[config.mk]
export PLATFORM = sky130hd
export DESIGN_NAME = caxi4dma_int_status_arb_flat
export DESIGN_NICKNAME = d
export VERILOG_FILES = /design/src/rtl/caxi4dma_int_status_arb_pkg.sv /design/src/rtl/caxi4dma_int_status_arb_if.sv /design/src/rtl/caxi4dma_int_status_arb_rr_arbiter.sv /design/src/rtl/caxi4dma_int_status_arb.sv /design/src/flat_wrapper.sv
export SDC_FILE = /design/constraint.sdc
export NUM_CORES = 1
export LEC_CHECK = 0
export CAP_MARGIN = 30
export CORE_MARGIN = 8
export CORE_UTILIZATION = 40
export DETAILED_ROUTE_END_ITERATION = 8
export DONT_BUFFER_PORTS = 1
export SETUP_SLACK_MARGIN = 0.3
export SYNTH_ARGS = -nofsm -noshare
export SYNTH_HDL_FRONTEND = slang
export SYNTH_SLANG_ARGS = --single-unit
[constraint.sdc]
create_clock -name clock -period 1.65 [get_ports clock]
set_input_delay 0.2475 -clock clock [delete_from_list [all_inputs] [get_ports clock]]
set_output_delay 0.2475 -clock clock [all_outputs]
set_load 0.005 [all_outputs]
[src/rtl/caxi4dma_int_status_arb_pkg.sv]
// caxi4dma_int_pkg: shared definitions for the interrupt status arbiter.
// Holds the status flag bit positions, the flag field width, the output
// stage state enum and a helper that classifies a flag word as an error.
package caxi4dma_int_pkg;

  localparam int FLAGS_W             = 5;
  localparam int FLG_OP_DONE         = 0;
  localparam int FLG_WR_ERR          = 1;
  localparam int FLG_RD_ERR          = 2;
  localparam int FLG_INV_DSCRPTR_ERR = 3;
  localparam int FLG_STR_DSCRPTR     = 4;

  typedef enum logic {
    ST_EMPTY = 1'b0,
    ST_FULL  = 1'b1
  } out_state_e;

  // Any of the three error flags marks a record as high class.
  function automatic logic is_err(input logic [FLAGS_W-1:0] f);
    return f[FLG_WR_ERR] | f[FLG_RD_ERR] | f[FLG_INV_DSCRPTR_ERR];
  endfunction

endpackage

[src/rtl/caxi4dma_int_status_arb_if.sv]
// caxi4dma_int_status_arb_if: source-side request bus and registered output
// record bus of the interrupt status arbiter.
//   slave  : the arbiter (takes src_* and out_ready, drives src_ack and out_*)
//   master : the environment (drives src_* and out_ready)
// Signals: src_req/src_ack (per source), src_dnum/src_addr/src_flags (packed,
// source i at [i*W +: W]), out_valid/out_ready, out_src/out_dnum/out_addr/out_flags.
interface caxi4dma_int_status_arb_if
  import caxi4dma_int_pkg::*;
#(
  parameter int NUM_SRC = 4,
  parameter int DNUM_W  = 2,
  parameter int ADDR_W  = 32
);
  localparam int SRC_W = $clog2(NUM_SRC);

  logic [NUM_SRC-1:0]         src_req;
  logic [NUM_SRC-1:0]         src_ack;
  logic [NUM_SRC*DNUM_W-1:0]  src_dnum;
  logic [NUM_SRC*ADDR_W-1:0]  src_addr;
  logic [NUM_SRC*FLAGS_W-1:0] src_flags;
  logic                       out_valid;
  logic                       out_ready;
  logic [SRC_W-1:0]           out_src;
  logic [DNUM_W-1:0]          out_dnum;
  logic [ADDR_W-1:0]          out_addr;
  logic [FLAGS_W-1:0]         out_flags;

  modport slave (
    input  src_req, src_dnum, src_addr, src_flags, out_ready,
    output src_ack, out_valid, out_src, out_dnum, out_addr, out_flags
  );

  modport master (
    output src_req, src_dnum, src_addr, src_flags, out_ready,
    input  src_ack, out_valid, out_src, out_dnum, out_addr, out_flags
  );

endinterface

[src/rtl/caxi4dma_int_status_arb_rr_arbiter.sv]
// caxi4dma_rr_arbiter: round-robin search over NUM_SRC requests.
// Picks the first requesting index at or after ptr_in, ascending with wrap.
// Ports: clock, reset; req (request vector), ptr_in (search start), enable;
// ptr_ld/ptr_ld_idx (final grant, advances the pointer); gnt (one-hot),
// gnt_idx, any_gnt; ptr (pointer value).
// With HAS_PTR=1 the instance holds the pointer register; otherwise it only
// searches and passes ptr_in through, so several classes can share one pointer.
module caxi4dma_rr_arbiter #(
  parameter int NUM_SRC = 4,
  parameter bit HAS_PTR = 1'b1,
  localparam int IDX_W  = $clog2(NUM_SRC)
) (
  input  logic               clock,
  input  logic               reset,
  input  logic [NUM_SRC-1:0] req,
  input  logic [IDX_W-1:0]   ptr_in,
  input  logic               enable,
  input  logic               ptr_ld,
  input  logic [IDX_W-1:0]   ptr_ld_idx,
  output logic [NUM_SRC-1:0] gnt,
  output logic [IDX_W-1:0]   gnt_idx,
  output logic               any_gnt,
  output logic [IDX_W:0]     ptr_unused_w,
  output logic [IDX_W-1:0]   ptr
);

  logic [IDX_W:0] cand;
  logic           found;

  // ptr_in + k never exceeds 2*NUM_SRC-2, so one conditional subtract
  // implements the modulo for any NUM_SRC, power of two or not.
  always_comb begin
    gnt     = '0;
    gnt_idx = '0;
    found   = 1'b0;
    cand    = '0;
    for (int k = 0; k < NUM_SRC; k++) begin
      cand = {1'b0, ptr_in} + (IDX_W+1)'(k);
      if (cand >= (IDX_W+1)'(NUM_SRC)) cand = cand - (IDX_W+1)'(NUM_SRC);
      if (!found && req[cand[IDX_W-1:0]]) begin
        found   = 1'b1;
        gnt_idx = cand[IDX_W-1:0];
      end
    end
    if (enable && found) gnt[gnt_idx] = 1'b1;
  end

  assign any_gnt      = enable & found;
  assign ptr_unused_w = cand;

  if (HAS_PTR) begin : g_ptr
    logic [IDX_W-1:0] ptr_q;
    always_ff @(posedge clock or posedge reset) begin
      if (reset) ptr_q <= '0;
      else if (ptr_ld)
        ptr_q <= (ptr_ld_idx == IDX_W'(NUM_SRC-1)) ? '0 : ptr_ld_idx + 1'b1;
    end
    assign ptr = ptr_q;
  end else begin : g_no_ptr
    logic ptr_ld_unused;
    assign ptr_ld_unused = ^{clock, reset, ptr_ld, ptr_ld_idx};
    assign ptr = ptr_in;
  end

endmodule

[src/rtl/caxi4dma_int_status_arb.sv]
// caxi4dma_int_status_arb: N-source interrupt status arbiter. Grants one
// completion/error record per cycle round-robin, acknowledges the source in
// the same cycle and captures the record into a registered valid/ready stage.
// Ports: clock, reset (async, active high); bus (caxi4dma_int_status_arb_if.slave).
// Macro CAXI4DMA_INT_ERR_PRIO_EN: when defined, records carrying wr_err, rd_err
// or inv_dscrptr_err are searched first; both classes share one pointer.
module caxi4dma_int_status_arb
  import caxi4dma_int_pkg::*;
#(
  parameter int NUM_SRC = 4,
  parameter int DNUM_W  = 2,
  parameter int ADDR_W  = 32
) (
  input  logic                        clock,
  input  logic                        reset,
  caxi4dma_int_status_arb_if.slave    bus
);

  localparam int IDX_W = $clog2(NUM_SRC);

  out_state_e         state_q, state_d;
  logic               can_load, any_gnt, valid_c;
  logic [NUM_SRC-1:0] gnt;
  logic [IDX_W-1:0]   gnt_idx, ptr_q;

  // Reset also blocks grants so no source sees an ack it would lose.
  assign can_load = ~reset & ((state_q == ST_EMPTY) | bus.out_ready);

`ifdef CAXI4DMA_INT_ERR_PRIO_EN
  logic [NUM_SRC-1:0] hi_req, nm_req, hi_gnt, nm_gnt;
  logic [IDX_W-1:0]   hi_idx, nm_idx, ptr_nm_unused;
  logic [IDX_W:0]     cand_hi_unused, cand_nm_unused;
  logic               hi_any, nm_any;

  always_comb begin
    hi_req = '0;
    for (int i = 0; i < NUM_SRC; i++)
      hi_req[i] = bus.src_req[i] & is_err(bus.src_flags[i*FLAGS_W +: FLAGS_W]);
  end
  assign nm_req = bus.src_req & ~hi_req;

  caxi4dma_rr_arbiter #(.NUM_SRC(NUM_SRC), .HAS_PTR(1'b1)) u_arb_hi (
    .clock(clock), .reset(reset), .req(hi_req), .ptr_in(ptr_q),
    .enable(can_load), .ptr_ld(any_gnt), .ptr_ld_idx(gnt_idx),
    .gnt(hi_gnt), .gnt_idx(hi_idx), .any_gnt(hi_any),
    .ptr_unused_w(cand_hi_unused), .ptr(ptr_q)
  );

  caxi4dma_rr_arbiter #(.NUM_SRC(NUM_SRC), .HAS_PTR(1'b0)) u_arb_nm (
    .clock(clock), .reset(reset), .req(nm_req), .ptr_in(ptr_q),
    .enable(can_load & ~hi_any), .ptr_ld(any_gnt), .ptr_ld_idx(gnt_idx),
    .gnt(nm_gnt), .gnt_idx(nm_idx), .any_gnt(nm_any),
    .ptr_unused_w(cand_nm_unused), .ptr(ptr_nm_unused)
  );

  assign gnt     = hi_gnt | nm_gnt;
  assign gnt_idx = hi_any ? hi_idx : nm_idx;
  assign any_gnt = hi_any | nm_any;
`else
  logic [IDX_W:0] cand_unused;

  caxi4dma_rr_arbiter #(.NUM_SRC(NUM_SRC), .HAS_PTR(1'b1)) u_arb (
    .clock(clock), .reset(reset), .req(bus.src_req), .ptr_in(ptr_q),
    .enable(can_load), .ptr_ld(any_gnt), .ptr_ld_idx(gnt_idx),
    .gnt(gnt), .gnt_idx(gnt_idx), .any_gnt(any_gnt),
    .ptr_unused_w(cand_unused), .ptr(ptr_q)
  );
`endif

  assign bus.src_ack = gnt;

  always_ff @(posedge clock or posedge reset) begin
    if (reset) state_q <= ST_EMPTY;
    else       state_q <= state_d;
  end

  always_comb begin
    state_d = state_q;
    case (state_q)
      ST_EMPTY: if (any_gnt) state_d = ST_FULL;
      ST_FULL:  if (bus.out_ready && !any_gnt) state_d = ST_EMPTY;
      default:  state_d = ST_EMPTY;
    endcase
  end

  always_comb begin
    valid_c = (state_q == ST_FULL);
  end
  assign bus.out_valid = valid_c;

  always_ff @(posedge clock or posedge reset) begin
    if (reset) begin
      bus.out_src   <= '0;
      bus.out_dnum  <= '0;
      bus.out_addr  <= '0;
      bus.out_flags <= '0;
    end else if (any_gnt) begin
      bus.out_src   <= gnt_idx;
      bus.out_dnum  <= bus.src_dnum[int'(gnt_idx)*DNUM_W +: DNUM_W];
      bus.out_addr  <= bus.src_addr[int'(gnt_idx)*ADDR_W +: ADDR_W];
      bus.out_flags <= bus.src_flags[int'(gnt_idx)*FLAGS_W +: FLAGS_W];
    end
  end

endmodule
[src/flat_wrapper.sv]
// flat-port wrapper written by rule: the top's interface ports become plain ports
module caxi4dma_int_status_arb_flat import caxi4dma_int_pkg::*;
#(
  parameter int NUM_SRC = 4,
  parameter int DNUM_W  = 2,
  parameter int ADDR_W  = 32
)
  (clock, reset, bus_src_req, bus_src_dnum, bus_src_addr, bus_src_flags, bus_out_ready, bus_src_ack, bus_out_valid, bus_out_src, bus_out_dnum, bus_out_addr, bus_out_flags);
  caxi4dma_int_status_arb_if #(.NUM_SRC(NUM_SRC), .DNUM_W(DNUM_W), .ADDR_W(ADDR_W)) bus_i ();
  input  logic clock;
  input  logic reset;
  input wire logic [$bits(bus_i.src_req)-1:0] bus_src_req;
  input wire logic [$bits(bus_i.src_dnum)-1:0] bus_src_dnum;
  input wire logic [$bits(bus_i.src_addr)-1:0] bus_src_addr;
  input wire logic [$bits(bus_i.src_flags)-1:0] bus_src_flags;
  input wire logic [$bits(bus_i.out_ready)-1:0] bus_out_ready;
  output wire logic [$bits(bus_i.src_ack)-1:0] bus_src_ack;
  output wire logic [$bits(bus_i.out_valid)-1:0] bus_out_valid;
  output wire logic [$bits(bus_i.out_src)-1:0] bus_out_src;
  output wire logic [$bits(bus_i.out_dnum)-1:0] bus_out_dnum;
  output wire logic [$bits(bus_i.out_addr)-1:0] bus_out_addr;
  output wire logic [$bits(bus_i.out_flags)-1:0] bus_out_flags;
  assign bus_i.src_req = bus_src_req;
  assign bus_i.src_dnum = bus_src_dnum;
  assign bus_i.src_addr = bus_src_addr;
  assign bus_i.src_flags = bus_src_flags;
  assign bus_i.out_ready = bus_out_ready;
  assign bus_src_ack = bus_i.src_ack;
  assign bus_out_valid = bus_i.out_valid;
  assign bus_out_src = bus_i.out_src;
  assign bus_out_dnum = bus_i.out_dnum;
  assign bus_out_addr = bus_i.out_addr;
  assign bus_out_flags = bus_i.out_flags;
  caxi4dma_int_status_arb #(.NUM_SRC(NUM_SRC), .DNUM_W(DNUM_W), .ADDR_W(ADDR_W)) u_core (.clock(clock), .reset(reset), .bus(bus_i));
endmodule
==> run_results.csv, run 1 <==
group,metric,value,unit
timing,max_freq,521,MHz
logic_synthesis,ys_top_cells_by_area,"dfrtp_1, mux2i_1, a222oi_1, o21ai_1, buf_2",
detailed_routing,via_count,2200,
logic_synthesis,yosysTopAreaCellShare,45.0,%
detailed_routing,drt-initial-drc-count,192,
global_route,grt.total_usage,18.5,%
logic_synthesis,synth_top_flop_cell,"dfrtp_1",
logic_synthesis,yosys_warnings,0,
cts,cts_max_level,2,
timing,clock_skew,10.3,ps
timing,worst_pin_slew,593,ps
pwr,irDropWorstVdd,0.555,mV
detailed_routing,wirelength,9310,um
timing,timing.final.crit_share,116,%
detailed_routing,vias_per_cell,6.69,
logic_synthesis,synth_edf_count,0,
worst_hold_path,hold_depth,1,
die,io_pins,209,
setup_path,path_buf_inv,2,
global_route,antenna_found_initial,0,
logic_synthesis,syn_inst,225,
pwr,total_leakage_power,1.39,nW
global_route,grt.busiest_layer,"met2",
pwr,power.density,1370,nW/um^2
setup_path,crit_chain,"nor2b_4, or3_4, buf_6, a21oi_4, buf_12",
global_route,met1_usage,19.4,%
layout,finalNetCount,417,
logic_synthesis,yosysTopAreaCell,"dfrtp_1",
global_route,grt_pass1_vias,2343,
setup_path,required,1400,ps
timing,setup_ws,-271,ps
setup_path,r2r_cells,8,
logic_synthesis,yosys.cell_types.count,28,
die,fp.dieH,94.2,um
timing,final-hold-violation-count,0,
logic_synthesis,yosysSeqAreaShare,45.0,%
pwr,power,4.42,mW
flow_run,cap_violations,0,
setup_path,cp.depth,5,
detailed_routing,ant_nets,0,
layout,diodes,0,
pwr,pwr-share-comb,41.5,%
setup_path,cp_top_family,"simple AND/OR/NAND/NOR gates",
setup_path,cp_max_fo,6,
layout,area_growth,31.9,%
setup_path,cpPeakStageDelay,400,ps
cts,insertion_delay,300,ps
cts,clock_sinks,44,
pwr,pwr-share-clk,15.8,%
die,rows,28,
outcome,status,"finished with violations",
timing,setup_violations,43,
logic_synthesis,ys_ff_latch,44,
detailed_routing,drtPass1Iterations,5,
detailed_routing,post-route-drc-count,0,
die,fp.coreArea,5920,sq um
setup_path,critPathLaunchType,"flip-flop",
outcome,violations,"negative setup slack",
setup_path,slowest_stage,"dfrtp_1",
timing,fin_hold_ws,49.4,ps
global_route,grt_overflow,0,
timing,period_minus_slack,1920,ps
placement,dp_hpwl,6770,um
timing,slew_violations,0,
timing,slew_headroom,60.4,%
cts,cts_root_buf,"clkbuf_8",
setup_path,path_class,"flip-flop to primary output",
global_route,grt_max_degree,30,
cts,cts_tree,"done",
pwr,power_frac_seq,42.8,%
cts,clk_pin_slew,90,ps
setup_path,arrival,1670,ps
worst_hold_path,hold_class,"input pin to flip-flop",
die,die_w,94.2,um
timing,rsz0062_at_grt,"true",
logic_synthesis,synthArstFlopShare,100,%
logic_synthesis,synthesis.nets,389,
cts,cts_buffers,5,
placement,gp_congestion,0.781,
placement,io_buffers,0,
pwr,sw_frac_of_total,35.6,%
pwr,p_switching,1.57,mW
logic_synthesis,syn_area_per_cell,10.9,sq um
detailed_routing,wl_per_cell,28.3,um
global_route,grt_pass1_wl,12800,um
global_route,met2_usage,32.3,%
pwr,internal-power,2.85,mW
layout,n_fill_cell,527,
cts,clockBufferDepth,2,
die,initial_core_util,41.3,%
timing,finalSetupTns,-7620,ps
die,die_area,8880,sq um
setup_path,endpoint_kind,"primary output",
logic_synthesis,synth_area,2450,sq um
layout,drive_gt1_share,29.9,%
global_route,grt_use_met3,7.35,%
-- Yosys cell counts (2+ instances only) --
cell / instances
dfrtp_1: 44
mux2i_1: 40
a222oi_1: 39
o21ai_1: 39
buf_2: 12
nand2_1: 9
a21oi_1: 5
clkbuf_1: 5
buf_6: 3
inv_1: 3
nor3_1: 3
o21ai_0: 3
buf_4: 2
nor2_1: 2
nor2_2: 2
nor2b_1: 2
-- sequential cells by signal, summed over array words and instances, names as in the netlist --
register	flops
u_core.bus.out_addr	32
u_core.bus.out_flags	5
u_core.bus.out_dnum	2
u_core.bus.out_src	2
u_core.u_arb.ptr	2
u_core.bus.out_valid	1
-- final timing paths --
kind / slack, ps / endpoint / from
setup / recovery: -270 / bus_src_ack[0] / u_core.bus.out_valid
hold / removal: 50 / u_core.bus.out_valid / reset
setup reg to reg: -240 / u_core.bus.out_flags[0] / u_core.bus.out_valid
hold reg to reg: 540 / u_core.bus.out_src[0] / u_core.bus.out_src[0]
max in group asynchronous: 650 / u_core.bus.out_addr[22] / reset
min in group asynchronous: 480 / u_core.bus.out_addr[6] / reset
-- worst register-to-register path: stages (launching register included) --
cell	delay [ps]
dfrtp_1	400
nor2b_4	130
or3_4	400
buf_6	140
a21oi_4	160
buf_4	170
bufbuf_16	270
a222oi_1	60
o21ai_1	80
-- placed cells by master (no fill, tap or decap), types with 2 or more instances in the layout --
cell type | synthesis | routed
dfrtp_1 | 44 | 43
a222oi_1 | 39 | 39
o21ai_1 | 39 | 39
mux2i_1 | 40 | 38
buf_4 | 2 | 16
buf_6 | 3 | 13
buf_12 | 0 | 8
nand2_1 | 9 | 6
clkbuf_8 | 0 | 6
a21oi_4 | 0 | 3
nor2_4 | 0 | 3
inv_1 | 3 | 2
o21ai_0 | 3 | 2
a21oi_1 | 5 | 2
mux2i_2 | 0 | 2
nand2_2 | 0 | 2
clkinv_2 | 0 | 2
bufbuf_16 | 0 | 2
-- cell families (layout without fill, tap and decap cells) --
kind of cell,count (synthesis),count (layout),synth area share (%)
and+or+nand+nor,22,22,4.60
DFF,44,44,45.0
AOI/OAI and AO/OA,93,93,27.9
adders and majority gates,1,1,0.511
buffers and inverters,25,54,5.67
muxes,40,40,16.4
-- metrics by stage --
stage | util, % | std cells | setup slack, ps | area (sq um)
floorplan | - | 225 | 11.8 | 2540
global placement | 46.3 | 302 | -172 | 2740
detailed placement | 46.3 | 302 | -270 | 2740
CTS | 52.4 | 324 | -256 | 3100
global route | 54.5 | 329 | -322 | 3230
finish | 54.5 | 329 | -271 | 3230
-- metal layers --
layer | share of wire [%] | routed length [um]
met5 | 0 | 0
met4 | 1.6 | 150
met3 | 12 | 1100
met2 | 51 | 4760
met1 | 35 | 3290
-- power by group through the flow --
stage | clock [mW] | sequential, mW | combinational, mW
final | 0.698 | 1.89 | 1.83
after global routing | 0.755 | 1.94 | 1.99
after CTS | 0.714 | 1.90 | 1.68
after detailed placement | 0 | 1.91 | 1.47
after global placement | 0 | 1.90 | 1.43
after floorplan | 0 | 1.75 | 1.18
-- area by class of cell --
class | count | area, sq um | area share, %
clock buffer | 6 | 82.6 | 2.56
clock inverter | 2 | 10.0 | 0.310
inverter | 3 | 11.3 | 0.349
multi-input combinational | 156 | 1360 | 42.1
sequential | 44 | 1100 | 34.2
tap | 75 | 93.8 | 2.91
timing repair buffer | 43 | 569 | 17.6
-- repair_timing --
item	in CTS	in global routing
hold buffers	1	0
pin swaps	13	9
resized for setup	27	15
hold endpoints to repair	24	0
gates cloned	2	1
setup buffers	11	4
setup endpoints to repair	47	47
Power figures use the tool's default switching activity.
==> run 2, diff against run 1 <==
--- a/config.mk
+++ b/config.mk
@@ -10,6 +10,7 @@
 export CORE_UTILIZATION = 40
 export DETAILED_ROUTE_END_ITERATION = 8
 export DONT_BUFFER_PORTS = 1
+export GPL_ROUTABILITY_DRIVEN = 0
 export SETUP_SLACK_MARGIN = 0.3
 export SYNTH_ARGS = -nofsm -noshare
 export SYNTH_HDL_FRONTEND = slang
==> constraint.sdc (replaced) <==
create_clock -name clock -period 1.55 [get_ports clock]
set_input_delay 0.2325 -clock clock [delete_from_list [all_inputs] [get_ports clock]]
set_output_delay 0.2325 -clock clock [all_outputs]
set_load 0.005 [all_outputs]
==> run 2 against run 1 <==
Against the previous run:
- the run still ends with negative setup slack left
- sequential power rose by 5%
- count of clock-buffer cells in the layout fell by 1
- final cell count grew 2.4%
- global-route usage rose by 0.73 points
- utilization up 4.6 points
- non-clock buffer count grew 9
- critical path depth is 4 higher
- setup slack lost 13 ps
- final area is 8.5% higher
- clock power up 20%
- die area did not move
- critical path type is now flip-flop to flip-flop
- critical endpoint is now u_core.bus.out_flags[1]
==> run_results.csv, run 2 (synthesis results as in run 1) <==
group,metric,value,unit
timing,worst_pin_slew,452,ps
layout,reg_top3,"u_core.bus.out_addr: 32 flops, u_core.bus.out_flags: 5 flops",
setup_path,reg2reg_to,"u_core.bus.out_flags[1]",
layout,largest-register,"u_core.bus.out_addr",
pwr,total_leakage_power,1.51,nW
timing,setup_violations,46,
worst_hold_path,hold_end,"u_core.bus.out_valid",
pwr,power_frac_seq,38.3,%
cts,cts_root_buf,"clkbuf_8",
global_route,grt.total_usage,19.2,%
detailed_routing,post-route-drc-count,0,
placement,pre_cts_slack,-365,ps
timing,fin_hold_ws,20.2,ps
layout,final_common_cell,"dfrtp_1",
detailed_routing,drtPass1Iterations,9,
timing,clock_skew,7.29,ps
placement,io_buffers,0,
timing,timing.final.crit_share,118,%
pwr,p_switching,1.75,mW
worst_hold_path,min_from,"reset",
layout,area_growth,43.0,%
cts,cts_tree,"done",
pwr,power,5.21,mW
global_route,grt_max_degree,27,
die,io_pins,209,
timing,setup_ws,-284,ps
detailed_routing,ant_nets,0,
pwr,internal-power,3.46,mW
cts,cts_buffers,5,
setup_path,endpoint_kind,"flip-flop",
cts,insertion_delay,300,ps
outcome,status,"finished with violations",
pwr,pwr-share-comb,45.6,%
setup_path,r2r_cells,9,
placement,dpl.cell_count,298,
global_route,grt_pass1_wl,13100,um
placement,dp_hpwl,6260,um
detailed_routing,drt-initial-drc-count,185,
timing,slew_violations,0,
setup_path,path_class,"flip-flop to flip-flop",
pwr,power.density,1490,nW/um^2
cts,cts_max_level,2,
global_route,antenna_found_initial,0,
layout,mostFrequentLayoutCells,"dfrtp_1, o21ai_1, a222oi_1",
detailed_routing,vias_per_cell,6.65,
layout,drive_gt1_share,32.8,%
layout,utilization,59.1,%
layout,final_area,3500,sq um
timing,slew_headroom,69.8,%
die,rows,28,
layout,finalNonFillerCells,337,
worst_hold_path,hold_depth,1,
global_route,grt_pass1_vias,2452,
cts,clockBufferDepth,2,
detailed_routing,wl_per_cell,27.6,um
flow_run,cap_violations,0,
setup_path,arrival,2000,ps
timing,finalSetupTns,-9870,ps
timing,max_freq,545,MHz
pwr,irDropWorstVdd,0.653,mV
setup_path,required,1720,ps
die,fp.coreArea,5920,sq um
die,initial_core_util,41.3,%
layout,largest_reg_flops,32,
pwr,sw_frac_of_total,33.5,%
pwr,pwr-share-clk,16.1,%
die,die_w,94.2,um
detailed_routing,wirelength,9320,um
die,die_area,8880,sq um
global_route,grt_overflow,0,
layout,finalNetCount,427,
timing,final-hold-violation-count,0,
setup_path,r2r_slack,-280,ps
setup_path,critPathLaunchType,"flip-flop",
cts,clk_pin_slew,80,ps
layout,diodes,0,
worst_hold_path,hold_class,"input pin to flip-flop",
setup_path,cp-startpoint,"u_core.u_arb.ptr[1]",
detailed_routing,via_count,2240,
cts,clock_sinks,44,
die,fp.dieH,94.2,um
outcome,violations,"negative setup slack",
setup_path,cp_max_fo,6,
setup_path,r2r-start,"u_core.u_arb.ptr[1]",
timing,period_minus_slack,1830,ps
timing,rsz0062_at_grt,"true",
placement,place_area,2740,sq um
[run 2: critical path: stages, from the launching register on]
cell,delay (ps)
dfrtp_2,440
mux2i_1,240
o22ai_2,120
nor2_4,150
buf_6,140
buf_6,100
buf_12,110
buf_16,120
mux2i_1,210
o21ai_1,80
[run 2: power by group through the flow]
| stage | clock (mW) | combinational [mW] | sequential, mW |
|---|---|---|---|
| 4_1_cts | 0.861 | 2.30 | 2.00 |
| 2_1_floorplan | 0 | 1.25 | 1.87 |
| 3_3_place_gp | 0 | 1.51 | 2.02 |
| 6_report | 0.836 | 2.38 | 1.99 |
| 3_5_place_dp | 0 | 1.55 | 2.02 |
| 5_1_grt | 0.905 | 2.55 | 2.04 |
[run 2: how the worst max path moves through the flow]
stage                              endpoint  slack (ps)  depth (start not counted)
global route        u_core.bus.out_flags[1]        -390                          9
floorplan           u_core.bus.out_addr[25]         -90                          6
finish              u_core.bus.out_flags[1]        -280                          9
detailed placement   u_core.bus.out_addr[1]        -370                          5
global placement     u_core.bus.out_addr[2]        -310                          5
CTS                          bus_src_ack[3]        -270                          6
[run 2: timing repair]
action,CTS,global route
resized for setup,34,16
pin swaps,13,11
setup endpoints to repair,47,47
hold buffers,1,0
cloned,9,2
endpoints found under the hold margin,18,0
setup buffers,17,4
[run 2: layout make-up]
cell class	count	area, sq um
Clock buffer	5	68.8
Tap cell	75	93.8
Timing Repair Buffer	52	822
Fill cell	506	2420
Sequential cell	44	1100
Inverter	3	15.0
Clock inverter	1	30.0
Multi-Input combinational cell	157	1370
[run 2: routing by layer]
metal / vias up / share of wire, % / routed length [um] / GRT usage [%]
met5: - / 0 / 0 / 0
met2: 139 / 53 / 4920 / 34.8
met3: 6 / 12 / 1100 / 6.87
li1: 999 / - / - / -
met4: 0 / 1.1 / 99 / 5.02
met1: 1096 / 34 / 3200 / 20.3
==> run 3, diff against run 2 <==
--- a/config.mk
+++ b/config.mk
@@ -12,6 +12,7 @@
 export DONT_BUFFER_PORTS = 1
 export GPL_ROUTABILITY_DRIVEN = 0
 export SETUP_SLACK_MARGIN = 0.3
+export SLEW_MARGIN = 5
 export SYNTH_ARGS = -nofsm -noshare
 export SYNTH_HDL_FRONTEND = slang
 export SYNTH_SLANG_ARGS = --single-unit
==> results of run 3 <==
No change in the layout: final DEF, timing and power equal those of run 2.
